**src/rtl/fetch_prefetch_unit.sv**
```systemverilog
// RV32 fetch stage: owns the PC, one outstanding bus request, DEPTH-entry prefetch queue.
// Latency: accept-to-oInstValid = bus latency + 1; fetch stalls when queue + outstanding would exceed DEPTH.
module fetch_prefetch_unit #(
   parameter int              XLEN       = 32,
   parameter int              DEPTH      = 4,
   parameter logic [XLEN-1:0] KTEXT_BASE = 32'h8000_0000
) (
   input  logic                   iCLK,
   input  logic                   iRST,
   input  logic [XLEN-1:0]        iInitialPC,
   output logic                   oIReq,
   output logic [XLEN-1:0]        oIAddress,
   input  logic                   iIAck,
   input  logic                   iIValid,
   input  logic [XLEN-1:0]        iIReadData,
   output logic                   oInstValid,
   output logic [XLEN-1:0]        oInstr,
   output logic [XLEN-1:0]        oInstPC,
   input  logic                   iInstReady,
   input  logic                   iRedirect,
   input  logic [XLEN-1:0]        iRedirectPC,
   input  logic                   iExcOccurred,
   output logic                   oMisaligned,
   output logic [$clog2(DEPTH):0] oQueueCount
);

   localparam int AW = $clog2(DEPTH);
   localparam int CW = AW + 1;
   localparam logic [CW-1:0] DEPTH_C = CW'(DEPTH);

   typedef enum logic {S_IDLE, S_WAIT} state_e;

   state_e          state_q, state_d;
   logic [XLEN-1:0] pc_q, pc_d;
   logic [XLEN-1:0] req_pc_q, req_pc_d;
   logic            discard_q, discard_d;
   logic            mis_q, mis_d;
   logic [AW-1:0]   rd_ptr_q, rd_ptr_d;
   logic [AW-1:0]   wr_ptr_q, wr_ptr_d;
   logic [CW-1:0]   count_q, count_d;
   logic [CW-1:0]   count_after;
   logic [XLEN-1:0] mem_pc  [DEPTH];
   logic [XLEN-1:0] mem_ins [DEPTH];

   logic flush, rsp, push, pop, room, accept;

   always_comb begin
      flush       = iRedirect | iExcOccurred;
      rsp         = (state_q == S_WAIT) & iIValid;
      push        = rsp & ~discard_q & ~flush;
      pop         = (count_q != '0) & iInstReady & ~flush;
      count_after = count_q + CW'(push) - CW'(pop);

      // A new request must reserve a slot for its own response.
      room = 1'b0;
      if (state_q == S_IDLE) begin
         room = (count_q < DEPTH_C);
      end else begin
         room = rsp & (count_after < DEPTH_C);
      end
      oIReq  = ~flush & room;
      accept = oIReq & iIAck;

      state_d   = state_q;
      pc_d      = pc_q;
      req_pc_d  = req_pc_q;
      discard_d = discard_q;
      rd_ptr_d  = rd_ptr_q;
      wr_ptr_d  = wr_ptr_q;
      count_d   = count_after;
      mis_d     = iRedirect & ~iExcOccurred & (iRedirectPC[1:0] != 2'b00);

      if (flush) begin
         pc_d     = iExcOccurred ? KTEXT_BASE : {iRedirectPC[XLEN-1:2], 2'b00};
         rd_ptr_d = '0;
         wr_ptr_d = '0;
         count_d  = '0;
         // An in-flight response still has to be absorbed and thrown away.
         if ((state_q == S_WAIT) && !iIValid) begin
            discard_d = 1'b1;
            state_d   = S_WAIT;
         end else begin
            discard_d = 1'b0;
            state_d   = S_IDLE;
         end
      end else begin
         if (rsp) begin
            discard_d = 1'b0;
            state_d   = accept ? S_WAIT : S_IDLE;
         end else if ((state_q == S_IDLE) && accept) begin
            state_d = S_WAIT;
         end
         if (accept) begin
            req_pc_d = pc_q;
            pc_d     = pc_q + XLEN'(4);
         end
         if (push) wr_ptr_d = wr_ptr_q + AW'(1);
         if (pop)  rd_ptr_d = rd_ptr_q + AW'(1);
      end
   end

   always_ff @(posedge iCLK) begin
      if (iRST) begin
         state_q   <= S_IDLE;
         pc_q      <= iInitialPC;
         req_pc_q  <= '0;
         discard_q <= 1'b0;
         mis_q     <= 1'b0;
         rd_ptr_q  <= '0;
         wr_ptr_q  <= '0;
         count_q   <= '0;
      end else begin
         state_q   <= state_d;
         pc_q      <= pc_d;
         req_pc_q  <= req_pc_d;
         discard_q <= discard_d;
         mis_q     <= mis_d;
         rd_ptr_q  <= rd_ptr_d;
         wr_ptr_q  <= wr_ptr_d;
         count_q   <= count_d;
      end
   end

   always_ff @(posedge iCLK) begin
      if (push && !iRST) begin
         mem_pc[wr_ptr_q]  <= req_pc_q;
         mem_ins[wr_ptr_q] <= iIReadData;
      end
   end

   assign oIAddress   = pc_q;
   assign oInstValid  = (count_q != '0);
   assign oInstr      = mem_ins[rd_ptr_q];
   assign oInstPC     = mem_pc[rd_ptr_q];
   assign oMisaligned = mis_q;
   assign oQueueCount = count_q;

endmodule

```
**config.mk**
```make
export PLATFORM = sky130hd
export DESIGN_NAME = fetch_prefetch_unit
export DESIGN_NICKNAME = d
export VERILOG_FILES = /design/src/rtl/fetch_prefetch_unit.sv
export SDC_FILE = /design/constraint.sdc
export NUM_CORES = 1
export LEC_CHECK = 0
export ABC_AREA = 1
export CORE_UTILIZATION = 33
export CTS_CLUSTER_SIZE = 14
export DETAILED_ROUTE_END_ITERATION = 8
export PLACE_DENSITY_LB_ADDON = 0.1
export REMOVE_ABC_BUFFERS = 1
export SKIP_LAST_GASP = 1
export SLEW_MARGIN = 20
export SYNTH_ARGS = -nofsm -noshare
export SYNTH_HDL_FRONTEND = slang
export SYNTH_SLANG_ARGS = --single-unit
```
**constraint.sdc**
```tcl
create_clock -name iCLK -period 6.1 [get_ports iCLK]
set_input_delay 0.61 -clock iCLK [delete_from_list [all_inputs] [get_ports iCLK]]
set_output_delay 0.61 -clock iCLK [all_outputs]
set_load 0.01 [all_outputs]
```
**After elaboration in Yosys (flattened, before gate mapping)**

Memory sizes are Yosys's and may differ from the RTL's. A register that Yosys moved wholly into a read port is not among the register bits.
Index checks and enable logic that the tools add are counted.

- Add/subtract/negate cells: 5
- $lt $le $gt $ge: 2
- Muxes and demuxes: 18
- Bitwise logic cells: 15
- Reduce and logical (&&, ||, !) cells: 12

Operator list:

| kind | count |
|---|---|
| 32-bit 2-to-1 mux | 4 |
| 32-bit by 3-bit adder with 32-bit output, second input constant | 1 |
| 1-bit bitwise AND | 10 |
| 1-bit 2-to-1 mux | 10 |
| 3-bit nonzero test | 3 |
| 2-bit 2-to-1 mux | 4 |
| 3-bit < comparator, second input constant | 2 |
| 2-bit by 1-bit adder with 2-bit output, second input constant | 2 |
| 1-bit inverter | 4 |
| 2-bit nonzero test | 2 |
| 3-bit by 1-bit adder with 3-bit output | 1 |
| 1-bit logical AND | 3 |
| 3-bit by 1-bit subtractor with 3-bit output | 1 |
| 1-bit logical NOT | 2 |
| 2-bit AND reduction | 1 |
| 2-bit OR reduction | 1 |
| 1-bit bitwise OR | 1 |

- Flip-flop bits (word level): 74
- RAM bits: 256
- Input port bits: 103
- Output and inout port bits: 102
- Logic and storage cells: 62
- Memories kept: 2

Memory list:

| memory | words | bits a word | rd ports | clocked after memory_dff | write ports | line | text |
|---|---|---|---|---|---|---|---|
| mem_ins | 4 | 32 | 1 | 1 | 1 | 43 | `logic [XLEN-1:0] mem_ins [DEPTH];` |
| mem_pc | 4 | 32 | 1 | 1 | 1 | 42 | `logic [XLEN-1:0] mem_pc [DEPTH];` |

**Depth between registers and ports, before layout**

Gate-level depths: netlist of run 1.

- Depth after elaboration: 14
- Depth in mapped cells: 16
- Depth with buffers taken out: 15

**Least setup slack after synthesis of run 1**

No wires, ideal clock.

- Path type: input port to flip-flop
- From: in iRST
- To: mem mem_ins[0][0], enable pin
- Library setup time: 487 ps
- Arrival time: 3993 ps
- Data required time: 5613 ps
- Path slack: 1621 ps
- Cell stages on the path: 5
- Buffers on the path: 2
- Cells stage by stage: buf_2 inv_1 clkbuf_1 nand3_1 nor2_1

- Cells in the longest elaborated chain, start to end: 4

RTL lines:

| item | line | text |
|---|---|---|
| from (decl) | 9 | `input logic iRST,` |
| 1-bit logical NOT | 125 | `if (push && !iRST) begin` |
| 1-bit logical AND | 125 |  |
| 1-bit 2-to-1 mux | 125 |  |
| 1-bit 2-to-1 mux (implied by the code) | 127 | `mem_ins[wr_ptr_q] <= iIReadData;` |
| to (decl) | 43 |  |

No other way between the ends.

**Worst setup path in the final report of run 1**

- From: in iExcOccurred
- To: out oIReq

- Cells in the longest elaborated chain, start to end: 9
- Elaborated cells on any way between the ends: 10
- Classes of those cells: add/sub (2); order compare (1); mux (1); bitwise (6)

RTL lines:

| item | line | text |
|---|---|---|
| from (decl) | 22 | `input logic iExcOccurred,` |
| 1-bit bitwise OR * | 48 | `flush = iRedirect \| iExcOccurred;` |
| 1-bit inverter (no source line) * | n/a |  |
| 1-bit bitwise AND | 50 | `push = rsp & ~discard_q & ~flush;` |
| 3-bit by 1-bit adder with 3-bit output | 52 | `count_after = count_q + CW'(push) - CW'(pop);` |
| 3-bit by 1-bit subtractor with 3-bit output | 52 |  |
| 3-bit < comparator | 59 | `room = rsp & (count_after < DEPTH_C);` |
| 1-bit bitwise AND | 59 |  |
| 1-bit 2-to-1 mux | 56 | `if (state_q == S_IDLE) begin` |
| 1-bit bitwise AND * | 61 | `oIReq = ~flush & room;` |
| to (decl) | 11 | `output logic oIReq,` |

Every way passes the cells marked *; elsewhere a longest branch is shown, timed or not.

==> flow_summary.toml, run 1 <==
[drt]
avgRoutedWirePerCell_um = 18.9
drc = 0
num_vias = 9534
via_per_inst = 4.89
drtAntennaViolNets = 0
drt-pass1-iter-count = 5
drt_iter0_markers = 581
routed_wirelength_mm = 36.9

[grt]
grt_max_degree = 100
grt_pass1_vias = 9305
antenna_found_initial = 0
grt_pass1_wl_mm = 55.7
grtUsageTotal_pct = 17.7
gr-total-overflow = 0

[place]
place_area_um2 = 16200
place_ws_ns = 1.44
dp_hpwl_mm = 23.2
routabilityCongestion = 0.794
portBuffers = 204

[power_and_ir_drop]
powerDensity_nw_per_um2 = 291
ir_worst_vdd_mv = 0.165
p_total_mw = 5.07
leakage_nw = 6.19

[cts]
cts_sinks = 332
clk_pin_slew_ns = 0.07
cts_resized = 0
post-cts-setup-buffers = 0
cts_tree = "built"
cts-hold-fix-buffers = 0
cts-root-buf = "clkbuf_16"
htreeDepth = 2
clockBufferDepth = 3
clk_latency_ns = 0.53
cts_buffers = 39

[synth]
synth_top_area_share_pct = 63.7
synthTopCellsByArea = "edfxtp_1, dfxtp_1, nor2_1"
synth_warnings = 0
ys_types = 32
synth_area_um2 = 13600
synth_area_per_cell_um2 = 11.3
synth-seq-area-share_pct = 70.2
synth_seq_cells = 332
yosys.area.top_type = "edfxtp_1"
synthCells = 1201

[sta]
period_share_pct = 76.6
min_period_ns = 4.67
drv_slew = 0
fin_setup_tns_ns = 0
finalClockSkew_ns = 0.0228
clock.fmax_mhz = 214
tightest_slew_ns = 1.02
fin_ws_ns = 1.43
rsz0062_at_grt = "false"
hold_violations = 0
slew_headroom_pct = 32.3
finalSetupViolCount = 0

[worst_setup_path]
end_kind = "primary output"
worstPathMaxFanout = 34
startpoint_type = "input port"
worstPathArrival_ns = 4.06
crit_start = "iExcOccurred"
reg2reg_slack_ns = 2.70
reg2reg_from = "state_q"
crit_required_ns = 5.49
critPathKind = "in -> out"

[final_layout]
fillerInstances = 3757
final_common_cell = "edfxtp_1"
drive_gt1_share_pct = 6.04
fin_nets = 1505
final_cell_mix = "edfxtp_1, clkdlybuf4s50_1, nor2_1"
n_antenna_cell = 0
seqCellArea_um2 = 9530
final_area_um2 = 17400
area_growth_pct = 28.4
multi_input_area_um2 = 3560

[die]
boundaryPins = 205
core_um2 = 40100
die_area_um2 = 41900
start_util_pct = 33.8
die_w_um = 205
rows = 73
die_h_um = 205

[hold_path]
min-delay-start = "rd_ptr_q[1]"
hold_path_class = "reg -> reg"

[run_status]
status = "finished clean"

[flow_run]
drv_cap = 0
==> worst max-delay path, stage by stage <==
cell             delay (ns)
clkdlybuf4s50_1        0.48
nor2_4                 0.37
inv_2                  0.10
nor2_1                 0.17
nand2_1                0.15
ha_1                   0.31
inv_1                  0.04
ha_1                   0.18
fa_1                   0.39
nand3_1                0.12
nand3_1                0.12
nand2_4                0.35
clkdlybuf4s50_1        0.64
==> registers in the layout, summed over array words and instances, names as in the netlist, named ones only <==
signal,cells
mem_ins,128
mem_pc,128
oIAddress,32
req_pc_q,32
oQueueCount,3
rd_ptr_q,2
wr_ptr_q,2
discard_q,1
oMisaligned,1
state_q,1
==> kinds of logic (layout without fill, tap and decap cells) <==
group	after synthesis	count (layout)	synth area share [%]
AND/OR/NAND/NOR	453	453	13.6
AO/OA/AOI/OAI	281	281	11.6
buffers and inverters	126	349	3.77
flip-flops	332	332	70.2
adder cells (fa/ha/maj)	8	8	0.793
XOR/XNOR	1	1	0.0646
==> through the flow <==
stage	utilization [%]	hold WS, ns	std cells
global route	43.4	0.507	1949
global placement	40.3	0.451	1878
floorplan	-	0.438	1135
CTS	43.4	0.477	1949
finish	43.4	0.479	1949
detailed placement	40.3	0.458	1878
==> power breakdown <==
group | switching, mW | total [mW] | internal (mW)
Sequential | 0.0515 | 2.55 | 2.49
Combinational | 0.124 | 0.250 | 0.126
Clock | 0.889 | 2.27 | 1.39
==> cell type report <==
type,count,area share (%)
Tap cell,525,3.77
Timing Repair Buffer,218,12.5
Inverter,60,1.31
Clock buffer,62,6.63
Multi-Input combinational cell,743,20.4
Sequential cell,332,54.7
Clock inverter,9,0.611
==> cells in the mapped netlist, drive strengths merged <==
master  count
xor2        1
a22oi      23
nor2      201
ha          7
nor3        1
nand2     175
nand3      70
o31ai       2
nand4       4
fa          1
nor4        1
dfxtp      44
buf        17
or2         1
a21boi      1
o211ai      4
clkinv      1
edfxtp    288
o22ai      64
o21bai      1
o221ai      1
clkbuf     49
o21ai     145
a21oi      40
inv        59
==> worst paths after layout <==
path,to,cells past startpoint
worst max-delay path,oIReq,13
worst min-delay path,rd_ptr_q[1],2
worst max register to register,oIAddress[28],13
worst min register to register,rd_ptr_q[1],2
==> routing by layer <==
metal | part of all wire, % | global-route usage (%) | wire length, um
met3 | 5.0 | 3.37 | 1840
met1 | 46 | 23.7 | 16900
met4 | 2.0 | 5.20 | 734
met5 | 0 | 0 | 0
met2 | 47 | 28.9 | 17500
Note: power is estimated with default switching activity, not from simulation.
==> inputs of run 2 (changes only) <==
==> constraint.sdc (replaced) <==
create_clock -name iCLK -period 3.8 [get_ports iCLK]
set_input_delay 0.38 -clock iCLK [delete_from_list [all_inputs] [get_ports iCLK]]
set_output_delay 0.38 -clock iCLK [all_outputs]
set_load 0.01 [all_outputs]
==> run 2 against run 1 <==
Against the previous run:
- flip-flop and latch count did not move
- final area is 0.62% higher
- clock-buffer cell count down 18
- sequential power rose by 60%
- via count grew 0.61%
- clock power rose by 58%
- utilization rose by 0.27 points
- final cell count up 0.67%
- largest power group unchanged
==> flow_summary.toml, run 2 (synthesis results as in run 1) <==
[cts]
cts_sinks = 332
cts-root-buf = "clkbuf_16"
cts_buffers = 39
cts_tree = "built"
clockBufferDepth = 3
clk_latency_ns = 0.54
post-cts-setup-buffers = 0
htreeDepth = 2
clk_pin_slew_ns = 0.06
cts-hold-fix-buffers = 0
cts_resized = 0

[place]
routabilityCongestion = 0.820
place_area_um2 = 16300
place_ws_ns = 0.225
dp_hpwl_mm = 23.6
portBuffers = 204
place_inst = 1890

[sta]
min_period_ns = 3.58
period_share_pct = 94.3
rsz0062_at_grt = "false"
fin_setup_tns_ns = 0
slew_headroom_pct = 45.4
drv_slew = 0
finalSetupViolCount = 0
clock.fmax_mhz = 279
hold_violations = 0
finalClockSkew_ns = 0.0144
tightest_slew_ns = 0.819
whs_ns = 0.335
fin_ws_ns = 0.217

[grt]
grt_pass1_vias = 9414
gr-total-overflow = 0
grt_pass1_wl_mm = 56.9
antenna_found_initial = 0
grt_max_degree = 129
grtUsageTotal_pct = 18.1

[drt]
drt-pass1-iter-count = 4
avgRoutedWirePerCell_um = 19.4
drc = 0
via_per_inst = 4.89
routed_wirelength_mm = 38.0
drt_iter0_markers = 548
num_vias = 9592
drtAntennaViolNets = 0

[die]
die_h_um = 205
core_um2 = 40100
die_w_um = 205
start_util_pct = 33.8
rows = 73
boundaryPins = 205
die_area_um2 = 41900

[worst_setup_path]
crit_start = "iExcOccurred"
crit_path_max_incr_delay_ns = 0.55
worstPathMaxFanout = 5
worstPathArrival_ns = 3.20
reg2reg_from = "state_q"
crit_required_ns = 3.42
crit_path_top_delay_cell = "clkdlybuf4s50_1"
worstPathCellList = "clkdlybuf4s50_1, nor2_4, inv_2, nor2_1, nand2_1, ha_1, inv_1, ha_1, fa_1, nand3_1, nand3_1, nand2_4, clkdlybuf4s50_1"
startpoint_type = "input port"
end_kind = "primary output"
critPathKind = "in -> out"

[hold_path]
min-delay-start = "iRST"
hold_path_class = "in -> reg"

[final_layout]
reg.largest.list = "mem_ins: 128 flops, mem_pc: 128 flops"
final_area_um2 = 17500
n_antenna_cell = 0
drive_gt1_share_pct = 7.52
final_common_cell = "edfxtp_1"
final_cell_mix = "edfxtp_1, clkdlybuf4s50_1, nor2_1"
area_growth_pct = 29.2
fillerInstances = 3788
stdcell_count = 1962
fin_nets = 1517

[power_and_ir_drop]
powerDensity_nw_per_um2 = 461
ir_worst_vdd_mv = 0.263
leakage_nw = 6.27

[flow_run]
drv_cap = 0

[run_status]
status = "finished clean"
[run 2: cell types whose count changed in the layout (fill, tap and decap cells not counted)]
cell        previous run  this run
clkinv_1               1         3
clkbuf_8               5         0
clkinvlp_4             1         3
clkbuf_16             41        39
clkbuf_1              16         5
clkinv_2               3        15
inv_6                  0         3
buf_12                 3         7
inv_8                  1         0
bufinv_16              2         3
buf_4                 11        19
[run 2: critical path: cells and delay by family]
family	cells	cell delay [ns]
buffers and inverters	4	1.12
adder cells (fa/ha/maj)	3	0.88
AND/OR/NAND/NOR	6	0.82
[run 2: worst paths after layout]
kind                  to  slack, ns  depth (start not counted)
max                oIReq       0.22                         13
max reg2reg  req_pc_q[0]       1.03                         13
min          oMisaligned       0.34                          5
min reg2reg     register       0.46                          2
[run 2: cell type report]
cell class | count | area [um^2] | share of cell area, %
Clock buffer | 44 | 995 | 5.68
Clock inverter | 28 | 234 | 1.34
Inverter | 60 | 228 | 1.30
Multi-Input combinational cell | 743 | 3560 | 20.3
Sequential cell | 332 | 9530 | 54.4
Tap cell | 525 | 657 | 3.75
Timing Repair Buffer | 230 | 2320 | 13.2
[run 2: layer usage]
layer  GRT usage, %  vias to the layer above  wire (um)
met3           3.87                       46       2060
met5              0                        -          0
met4           5.38                        0        824
li1               -                     4701          -
met1           24.1                     4612      17100
met2           29.6                      233      18000
[run 2: stage by stage]
step	power (mW)	util (%)
global placement	4.57	40.6
floorplan	4.26	-
global route	8.37	43.7
CTS	8.19	43.7
detailed placement	4.58	40.6
finish	8.08	43.7
[run 2: where the power goes]
part           leakage, nW  switching [mW]  internal, mW
Sequential            3.25          0.0840          4.00
Clock                0.610            1.48          2.10
Combinational         2.42           0.200         0.207
